**config.mk**
```make
export PLATFORM = sky130hd
export DESIGN_NAME = alu_exec
export DESIGN_NICKNAME = d
export VERILOG_FILES = /design/src/rtl/alu_exec.sv
export SDC_FILE = /design/constraint.sdc
export NUM_CORES = 1
export LEC_CHECK = 0
export CAP_MARGIN = 20
export CORE_MARGIN = 1
export CORE_UTILIZATION = 52
export CTS_CLUSTER_SIZE = 25
export DETAILED_ROUTE_END_ITERATION = 8
export GPL_TIMING_DRIVEN = 0
export PLACE_DENSITY_LB_ADDON = 0.15
export SYNTH_ARGS = -nofsm -noshare
export SYNTH_HDL_FRONTEND = slang
export SYNTH_SLANG_ARGS = --single-unit
```
**constraint.sdc**
```tcl
create_clock -name clk -period 4.1 [get_ports clk]
set_input_delay 0.82 -clock clk [delete_from_list [all_inputs] [get_ports clk]]
set_output_delay 0.82 -clock clk [all_outputs]
set_load 0.01 [all_outputs]
```
**src/rtl/alu_exec.sv**
```systemverilog
// Execute-stage sequencer: registers operands onto an external combinational ALU,
// captures its result/flags, and adds a 32-cycle restoring unsigned divider.
`timescale 1ns/1ps

module alu_exec #(
  parameter logic [4:0] OP_DIVU = 5'd14,
  parameter logic [4:0] OP_REMU = 5'd15
) (
  input  logic        clk,
  input  logic        resetn,
  input  logic        in_valid,
  output logic        in_ready,
  input  logic [31:0] a_in,
  input  logic [31:0] b_in,
  input  logic [7:0]  op_in,
  output logic [31:0] alu_a,
  output logic [31:0] alu_b,
  output logic [7:0]  alu_op,
  input  logic [31:0] alu_c,
  input  logic        alu_zero,
  input  logic        alu_neg,
  output logic [31:0] result,
  output logic        flag_zero,
  output logic        flag_negative,
  output logic        out_valid,
  output logic        busy
);

  // state | meaning
  // IDLE  | ready for a new instruction
  // EXEC  | ALU settling on registered operands; capture at edge
  // DIV   | restoring divide, one quotient bit per cycle (count 0..31)
  // DONE  | out_valid pulse
  typedef enum logic [1:0] {IDLE, EXEC, DIV, DONE} state_t;

  state_t      state, state_nxt;
  logic [31:0] quo, rem;
  logic [4:0]  count;

  logic        is_div_in;
  logic [32:0] shifted;
  logic [33:0] trial;
  logic        borrow;
  logic [31:0] quo_nxt, rem_nxt, div_val;

  assign is_div_in = (op_in[4:0] == OP_DIVU) || (op_in[4:0] == OP_REMU);

  // Keep rem[31] in the shifted partial remainder so divisors above 2^31 stay exact.
  assign shifted = {rem, quo[31]};
  assign trial   = {1'b0, shifted} - {2'b00, alu_b};
  assign borrow  = trial[33];
  assign rem_nxt = borrow ? shifted[31:0] : trial[31:0];
  assign quo_nxt = {quo[30:0], ~borrow};
  assign div_val = (alu_op[4:0] == OP_REMU) ? rem_nxt : quo_nxt;

  assign in_ready  = (state == IDLE);
  assign busy      = (state != IDLE);
  assign out_valid = (state == DONE);

  always_comb begin
    state_nxt = state;
    case (state)
      IDLE: if (in_valid) state_nxt = is_div_in ? DIV : EXEC;
      EXEC: state_nxt = DONE;
      DIV:  if (count == 5'd31) state_nxt = DONE;
      DONE: state_nxt = IDLE;
      default: state_nxt = IDLE;
    endcase
  end

  always_ff @(posedge clk or negedge resetn) begin
    if (!resetn) begin
      state         <= IDLE;
      alu_a         <= '0;
      alu_b         <= '0;
      alu_op        <= '0;
      result        <= '0;
      flag_zero     <= 1'b0;
      flag_negative <= 1'b0;
      quo           <= '0;
      rem           <= '0;
      count         <= '0;
    end else begin
      state <= state_nxt;
      case (state)
        IDLE: begin
          if (in_valid) begin
            alu_a  <= a_in;
            alu_b  <= b_in;
            alu_op <= op_in;
            if (is_div_in) begin
              quo   <= a_in;
              rem   <= '0;
              count <= '0;
            end
          end
        end
        EXEC: begin
          result        <= alu_c;
          flag_zero     <= alu_zero;
          flag_negative <= alu_neg;
        end
        DIV: begin
          quo   <= quo_nxt;
          rem   <= rem_nxt;
          count <= count + 5'd1;
          if (count == 5'd31) begin
            result        <= div_val;
            flag_zero     <= (div_val == 32'd0);
            flag_negative <= div_val[31];
          end
        end
        default: ;
      endcase
    end
  end

endmodule

```
After elaboration in Yosys (flattened, before gate mapping)
Cells that the tools add are included.

Add/sub/neg operators: 2. Equal/unequal tests: 10. Mux-type cells: 21. Bitwise gates (word level): 1. Reductions and logical operators: 10.

Operator list (count): 32-bit 2-to-1 mux (7); 32-bit case mux with 2 select lines (3); 33-bit by 32-bit subtractor with 34-bit output (1); 32-bit zero test (1); 5-bit by 4-bit equality test with 1-bit output, second input constant (3); 5-bit 2-to-1 mux (2); 5-bit case mux with 2 select lines (1); 2-bit case mux with 4 select lines (1); 2-bit 2-to-1 mux (3); 2-bit AND reduction (3); 2-bit nonzero test (3); 5-bit by 1-bit adder with 5-bit output, second input constant (1); 5-bit equality test, second input constant (1); 2-bit equality test, second input constant (2); 2-bit inequality test, second input constant (2); 1-bit case mux with 2 select lines (2); 3-bit AND reduction (1); 2-bit by 1-bit equality test with 1-bit output, second input constant (1); 2-bit zero test (1); 1-bit 2-to-1 mux (2); 2-bit by 1-bit inequality test with 1-bit output, second input constant (1); 1-bit logical OR (1); 1-bit inverter (1).

Bits in registers: 177. Input port bits: 109. Output and inout bits: 109. Logic and storage cells: 54.

Depth between registers and ports, before layout
Depth in word-level cells: 6. Mapped depth: 16. Depth with buffers taken out: 14.

Worst setup path before layout
Ideal clock, no wire load.

Path kind: register to register. Start: reg alu_b[3]. End: reg flag_zero. Library setup time: 0.076 ns. Arrival: 3.602 ns. Data required time: 4.024 ns. Path slack: 0.421 ns. Cell stages (with the launch flop): 15. Path buffers: 1. Period minus slack after synthesis: 3.679 ns. Path through: dfrtp_1 -> inv_1 -> ha_1 -> and2_4 -> a221o_1 -> o21a_1 -> o211a_1 -> o211ai_2 -> buf_4 -> o211ai_4 -> a2111oi_4 -> nand4_1 -> or4_1 -> or4_1 -> o21ai_1.

Longest elaborated chain between the ends: 6. Elaborated cells between the ends (all ways): 7. Those cells by class: add/sub (1); mux (4); bitwise (1); reduce/logical (1).

RTL lines: start: declaration (line 17) `output logic [31:0] alu_b,`; start signal: assignment (line 89) `alu_b <= b_in;`; 33-bit by 32-bit subtractor with 34-bit output (*) (line 50) `assign trial = {1'b0, shifted} - {2'b00, alu_b};`; 32-bit 2-to-1 mux or 1-bit inverter (tied branches) (line 52, 53); 32-bit 2-to-1 mux (*) (line 54) `assign div_val = (alu_op[4:0] == OP_REMU) ? rem_nxt : quo_nxt;`; 32-bit zero test (*) (line 109) `flag_zero <= (div_val == 32'd0);`; 1-bit 2-to-1 mux (*) (line 107) `if (count == 5'd31) begin`; 1-bit case mux with 2 select lines (*) (line 85) `case (state)`; end signal: assignment (line 100) `flag_zero <= alu_zero;`; end signal: assignment (line 109); end: declaration (line 23) `output logic flag_zero,`.

Mark *: on every way between the ends. The rest lies on a longest branch, timed or not. The select of a mux whose other input is x is not followed. A chain may end at the register's enable or synchronous reset.

Final worst setup path
Start: reg alu_b[4]. End: reg flag_zero.

The elaborated chain is that of the path after synthesis.

==> metrics.sh <==
MAX_STAGE_DELAY_PS=540
IO_PINS=218
DP.FINAL_HPWL_UM=23430
TIMING.CRITICAL_PATH.TO_TYPE='flop'
VIA_PER_INST=6.151
MAX_CAP_VIOLATIONS=0
ROUTEDWLPERCELL_UM=20.45
MAIN_SYNTH_FF_TYPE='sky130_fd_sc_hd__dfrtp_1'
CTS.HOLD.BUFFERS_ADDED=0
BUFFER_PORTS.INSERTED=217
SETUP_VIOL=0
ANTENNA_CELLS_INSERTED=0
GPL.FINAL_WEIGHTED_CONGESTION=0.9362
CLOCK_INSERTION_DELAY_WORST_SKEW_PS=450
WORSTSETUPSTARTPOINT='alu_b[4]$_DFFE_PN0P_'
SYNTH-EDFF-COUNT=0
MIN-DELAY-PATH-CLASS='in -> async'
RATIO_OF_FINAL_MINIMUM_PERIOD_TO_CLOCK_PERIOD=0.9632
VIAS_IN_THE_FIRST_GLOBAL_ROUTE=9119
REPORT.FINAL.SLEW_VIOL_COUNT=0
POWER.TOTAL_W=0.009258
RATIO_OF_CELLS_WITH_DRIVE_ABOVE_1_IN_THE_FINAL_LAYOUT=0.1392
CRITPATHREQUIREDTIME_PS=4480
DIEAREA_UM2=19940
SYNTH-WARNING-COUNT=0
YS_FF_LATCH=177
WORST_SLEW_MARGIN_REL=0.3534
FINALHOLDVIOLCOUNT=0
DIE_X_UM=141.2
CLOCK_ROOT_BUFFER='sky130_fd_sc_hd__clkbuf_16'
FLOORPLAN.INITIALDENSITY=0.5352
FINISH.NET_COUNT=1420
SYNTHCELLS=1033
WORST-SLEW-PIN-TRANSITION_PS=969.9
REGISTER_AREA_SHARE_AFTER_SYNTHESIS=0.4395
SYNTH_TOP_CELL_BY_AREA='sky130_fd_sc_hd__dfrtp_1'
CRITICALPATHCATEGORY='reg -> reg'
DRC_ERRORS=0
SYNTH_CELL_TYPE_COUNT=75
CTS.REPORTEDPATHS.CLKPINSLEW_PS=80
GRT.TOTAL_USAGE=0.3229
WORST_CLOCK_SKEW_PS=11.15
CRITPATHLAUNCHTYPE='flop'
DETAILEDROUTE.FIRSTPASSITERATIONCOUNT=6
MAPPEDNETLISTAREA_UM2=10080
SYN_AREA_PER_CELL_UM2=9.756
DIEHEIGHT_UM=141.2
SYNTHARSTFLOPSHARE=1.000
CRIT_PATH_MAX_FANOUT=4
CORE-AREA_UM2=18830
ANT_NETS=0
NUMCTSBUFFERS=17
OUTCOME='complete, no violations'
POWER-PER-CELL-AREA_nW_PER_UM2=684.4
FILLERS=1407
PEAKVDDDROP_uV=399.1
LEAKAGEPOWER_nW=5.933
CLOCK.FMAX_GHz=0.2532
CLOCKBUFFERDEPTH=2
CLOCK_TREE.HTREE_LEVEL_COUNT=4
SYNTH_NETS=1180
GRT_START_MAX_NET_PINS=107
CTS_TREE='yes'
NUMBER_OF_ANTENNA_VIOLATIONS_AT_THE_FIRST_CHECK_IN_GLOBAL_ROUTING=0
WIRE_LENGTH_OF_THE_FIRST_GLOBAL_ROUTING_PASS_UM=49070
INITIALDRTVIOLATIONCOUNT=913
SYNTH.AREA.TOP_CELLS='sky130_fd_sc_hd__dfrtp_1 44%, sky130_fd_sc_hd__mux2_2 8.3%, sky130_fd_sc_hd__nand2_1 4.8%'
ROUTED-VIA-COUNT=9509
ROUTED_WIRELENGTH_UM=31620
TIMING.FINAL.WS_SETUP_PS=150.8
LAYOUT_MIN_CYCLE_TIME_PS=3949
GRT_REMAINING_OVERFLOW=0
FP-ROW-COUNT=50
NETLIST.AREA_LEADER.SHARE=0.4395
PRE_CTS_WS_PS=-241.3
CTS_SINKS=177
R2R_START='alu_b[4]$_DFFE_PN0P_'
CRIT_CHAIN='inv_1, ha_4, and2_4, a221o_1, o21a_2, a22oi_2, a21boi_4, nor3_1, o31a_1, nand4b_1, or4_4, or4_1, o21ai_1'
CRIT_PATH_TOP_DELAY_CELL='sky130_fd_sc_hd__or4_4'
FLOW.AREA_GROWTH_FROM_SYNTHESIS_PCT=34.23
ARRIVAL_PS=4320
## timing repair
item,4_1_cts,5_1_grt
endpoints found under the setup margin,1,2
pin swaps,1,12
gates resized for setup,12,47
setup buffers,1,7
## critical path: cells and delay by family (launching register included)
kind                       cells  cell delay [ps]
and+or+nand+nor                5             1660
AOI/OAI and AO/OA              6             1460
DFF                            1              400
adders and majority gates      1              230
buffers and inverters          1              120
## cell families (layout without fill, tap and decap cells)
family	count (synthesis)	count (layout)	synth area share
mux	113	113	0.1219
simple gates	293	293	0.1372
xor+xnor	27	27	0.02346
fa+ha+maj	38	38	0.04792
compound gates	280	280	0.1894
flops	177	177	0.4395
buf+inv	105	358	0.04059
## cell type report
class                      count  area, um2  share of cell area
multi-input combinational    751       5493              0.4060
sequential                   177       4433              0.3277
timing repair buffer         226       2265              0.1674
clock buffer                  18      439.2             0.03246
tap                          260      325.3             0.02405
buffer                        56      237.7             0.01757
clock inverter                14      170.2             0.01258
inverter                      44      165.2             0.01221
## flip-flops by register name, summed over array words and instances (netlist names), 2 cells and up
register	cells
alu_a	32
alu_b	32
alu_op	8
count	5
quo	32
rem	32
result	32
state	2
## path summary, 6_finish.rpt
check                                          to  slack [ps]  depth (start not counted)
min reg2reg                result[28]$_DFFE_PN0P_         490                          2
max reg2reg                 flag_zero$_DFFE_PN0P_         150                         13
max in group asynchronous      rem[3]$_DFFE_PN0P_        2810                          2
max                         flag_zero$_DFFE_PN0P_         150                         13
min                         alu_a[27]$_DFFE_PN0P_         330                          1
min in group clk           result[28]$_DFFE_PN0P_         490                          2
## routing by layer
layer / global-route usage / up-vias / part of all wire
met4: 0.1476 / 0 / 0.038
met1: 0.4345 / 4583 / 0.42
met2: 0.5013 / 558 / 0.46
met5: 0 / - / 0
li1: - / 4269 / -
met3: 0.06726 / 99 / 0.088
## metrics by stage
| stage | utilization | instances | area [um2] | setup TNS (ps) | hold slack (ps) |
|---|---|---|---|---|---|
| 4_1_cts | 0.7040 | 1540 | 13260 | 0 | 357.5 |
| 3_5_place_dp | 0.6696 | 1511 | 12610 | -241.3 | 470.2 |
| 3_3_place_gp | 0.6678 | 1510 | 12580 | -906540 | 463.9 |
| 2_1_floorplan | - | 1033 | 10080 | 0 | 445.3 |
| 6_report | 0.7184 | 1546 | 13530 | 0 | 332.5 |
| 5_1_grt | 0.7184 | 1546 | 13530 | -22.74 | 394.6 |
## synth_stat cells, types with 3 or more instances
cell type,instances
sky130_fd_sc_hd__dfrtp_1,177
sky130_fd_sc_hd__and2_1,6
sky130_fd_sc_hd__mux2i_1,38
sky130_fd_sc_hd__a221o_1,31
sky130_fd_sc_hd__nor3_1,17
sky130_fd_sc_hd__o22ai_1,4
sky130_fd_sc_hd__o21ai_0,91
sky130_fd_sc_hd__a311oi_1,4
sky130_fd_sc_hd__nor2b_1,4
sky130_fd_sc_hd__ha_1,37
sky130_fd_sc_hd__mux2_2,74
sky130_fd_sc_hd__a21boi_0,3
sky130_fd_sc_hd__a211oi_1,9
sky130_fd_sc_hd__clkbuf_1,53
sky130_fd_sc_hd__a22oi_1,5
sky130_fd_sc_hd__nand3_1,12
sky130_fd_sc_hd__o41ai_1,6
sky130_fd_sc_hd__nor2_1,50
sky130_fd_sc_hd__or3b_2,3
sky130_fd_sc_hd__o31ai_1,5
sky130_fd_sc_hd__nand4_1,6
sky130_fd_sc_hd__nor4_1,7
sky130_fd_sc_hd__or4_1,3
sky130_fd_sc_hd__inv_1,43
sky130_fd_sc_hd__a21oi_1,46
sky130_fd_sc_hd__and3_1,35
sky130_fd_sc_hd__a22o_1,4
sky130_fd_sc_hd__buf_2,3
sky130_fd_sc_hd__a21o_1,17
sky130_fd_sc_hd__nand2_1,130
sky130_fd_sc_hd__o211ai_1,9
sky130_fd_sc_hd__xnor2_1,17
sky130_fd_sc_hd__a31oi_1,12
sky130_fd_sc_hd__o21a_1,5
sky130_fd_sc_hd__xor2_1,10
sky130_fd_sc_hd__buf_1,3
sky130_fd_sc_hd__nand2b_1,6
sky130_fd_sc_hd__a41oi_1,4
## placed cells by master (no fill, tap or decap), types with 7 or more instances in the layout
cell                              Yosys  final
sky130_fd_sc_hd__clkdlybuf4s50_1      0    216
sky130_fd_sc_hd__dfrtp_1            177    174
sky130_fd_sc_hd__nand2_1            130    129
sky130_fd_sc_hd__o21ai_0             91     87
sky130_fd_sc_hd__mux2_2              74     74
sky130_fd_sc_hd__nor2_1              50     49
sky130_fd_sc_hd__clkbuf_1            53     48
sky130_fd_sc_hd__inv_1               43     43
sky130_fd_sc_hd__a21oi_1             46     40
sky130_fd_sc_hd__mux2i_1             38     37
sky130_fd_sc_hd__and3_1              35     35
sky130_fd_sc_hd__a221o_1             31     31
sky130_fd_sc_hd__ha_1                37     26
sky130_fd_sc_hd__a21o_1              17     17
sky130_fd_sc_hd__xnor2_1             17     17
sky130_fd_sc_hd__clkbuf_16            0     17
sky130_fd_sc_hd__nor3_1              17     14
sky130_fd_sc_hd__nand3_1             12     12
sky130_fd_sc_hd__a31oi_1             12     12
sky130_fd_sc_hd__xor2_1              10     10
sky130_fd_sc_hd__o211ai_1             9      9
sky130_fd_sc_hd__buf_4                1      8
sky130_fd_sc_hd__a211oi_1             9      7
sky130_fd_sc_hd__ha_2                 0      7
## power breakdown
| part | switching [W] | total, W | internal, W |
|---|---|---|---|
| Combinational | 0.00254 | 0.00479 | 0.00225 |
| Sequential | 0.000438 | 0.00281 | 0.00237 |
| Clock | 0.000819 | 0.00166 | 0.000837 |
| Total | 0.00380 | 0.00926 | 0.00546 |
No activity file was read; power rests on OpenSTA's default activity.
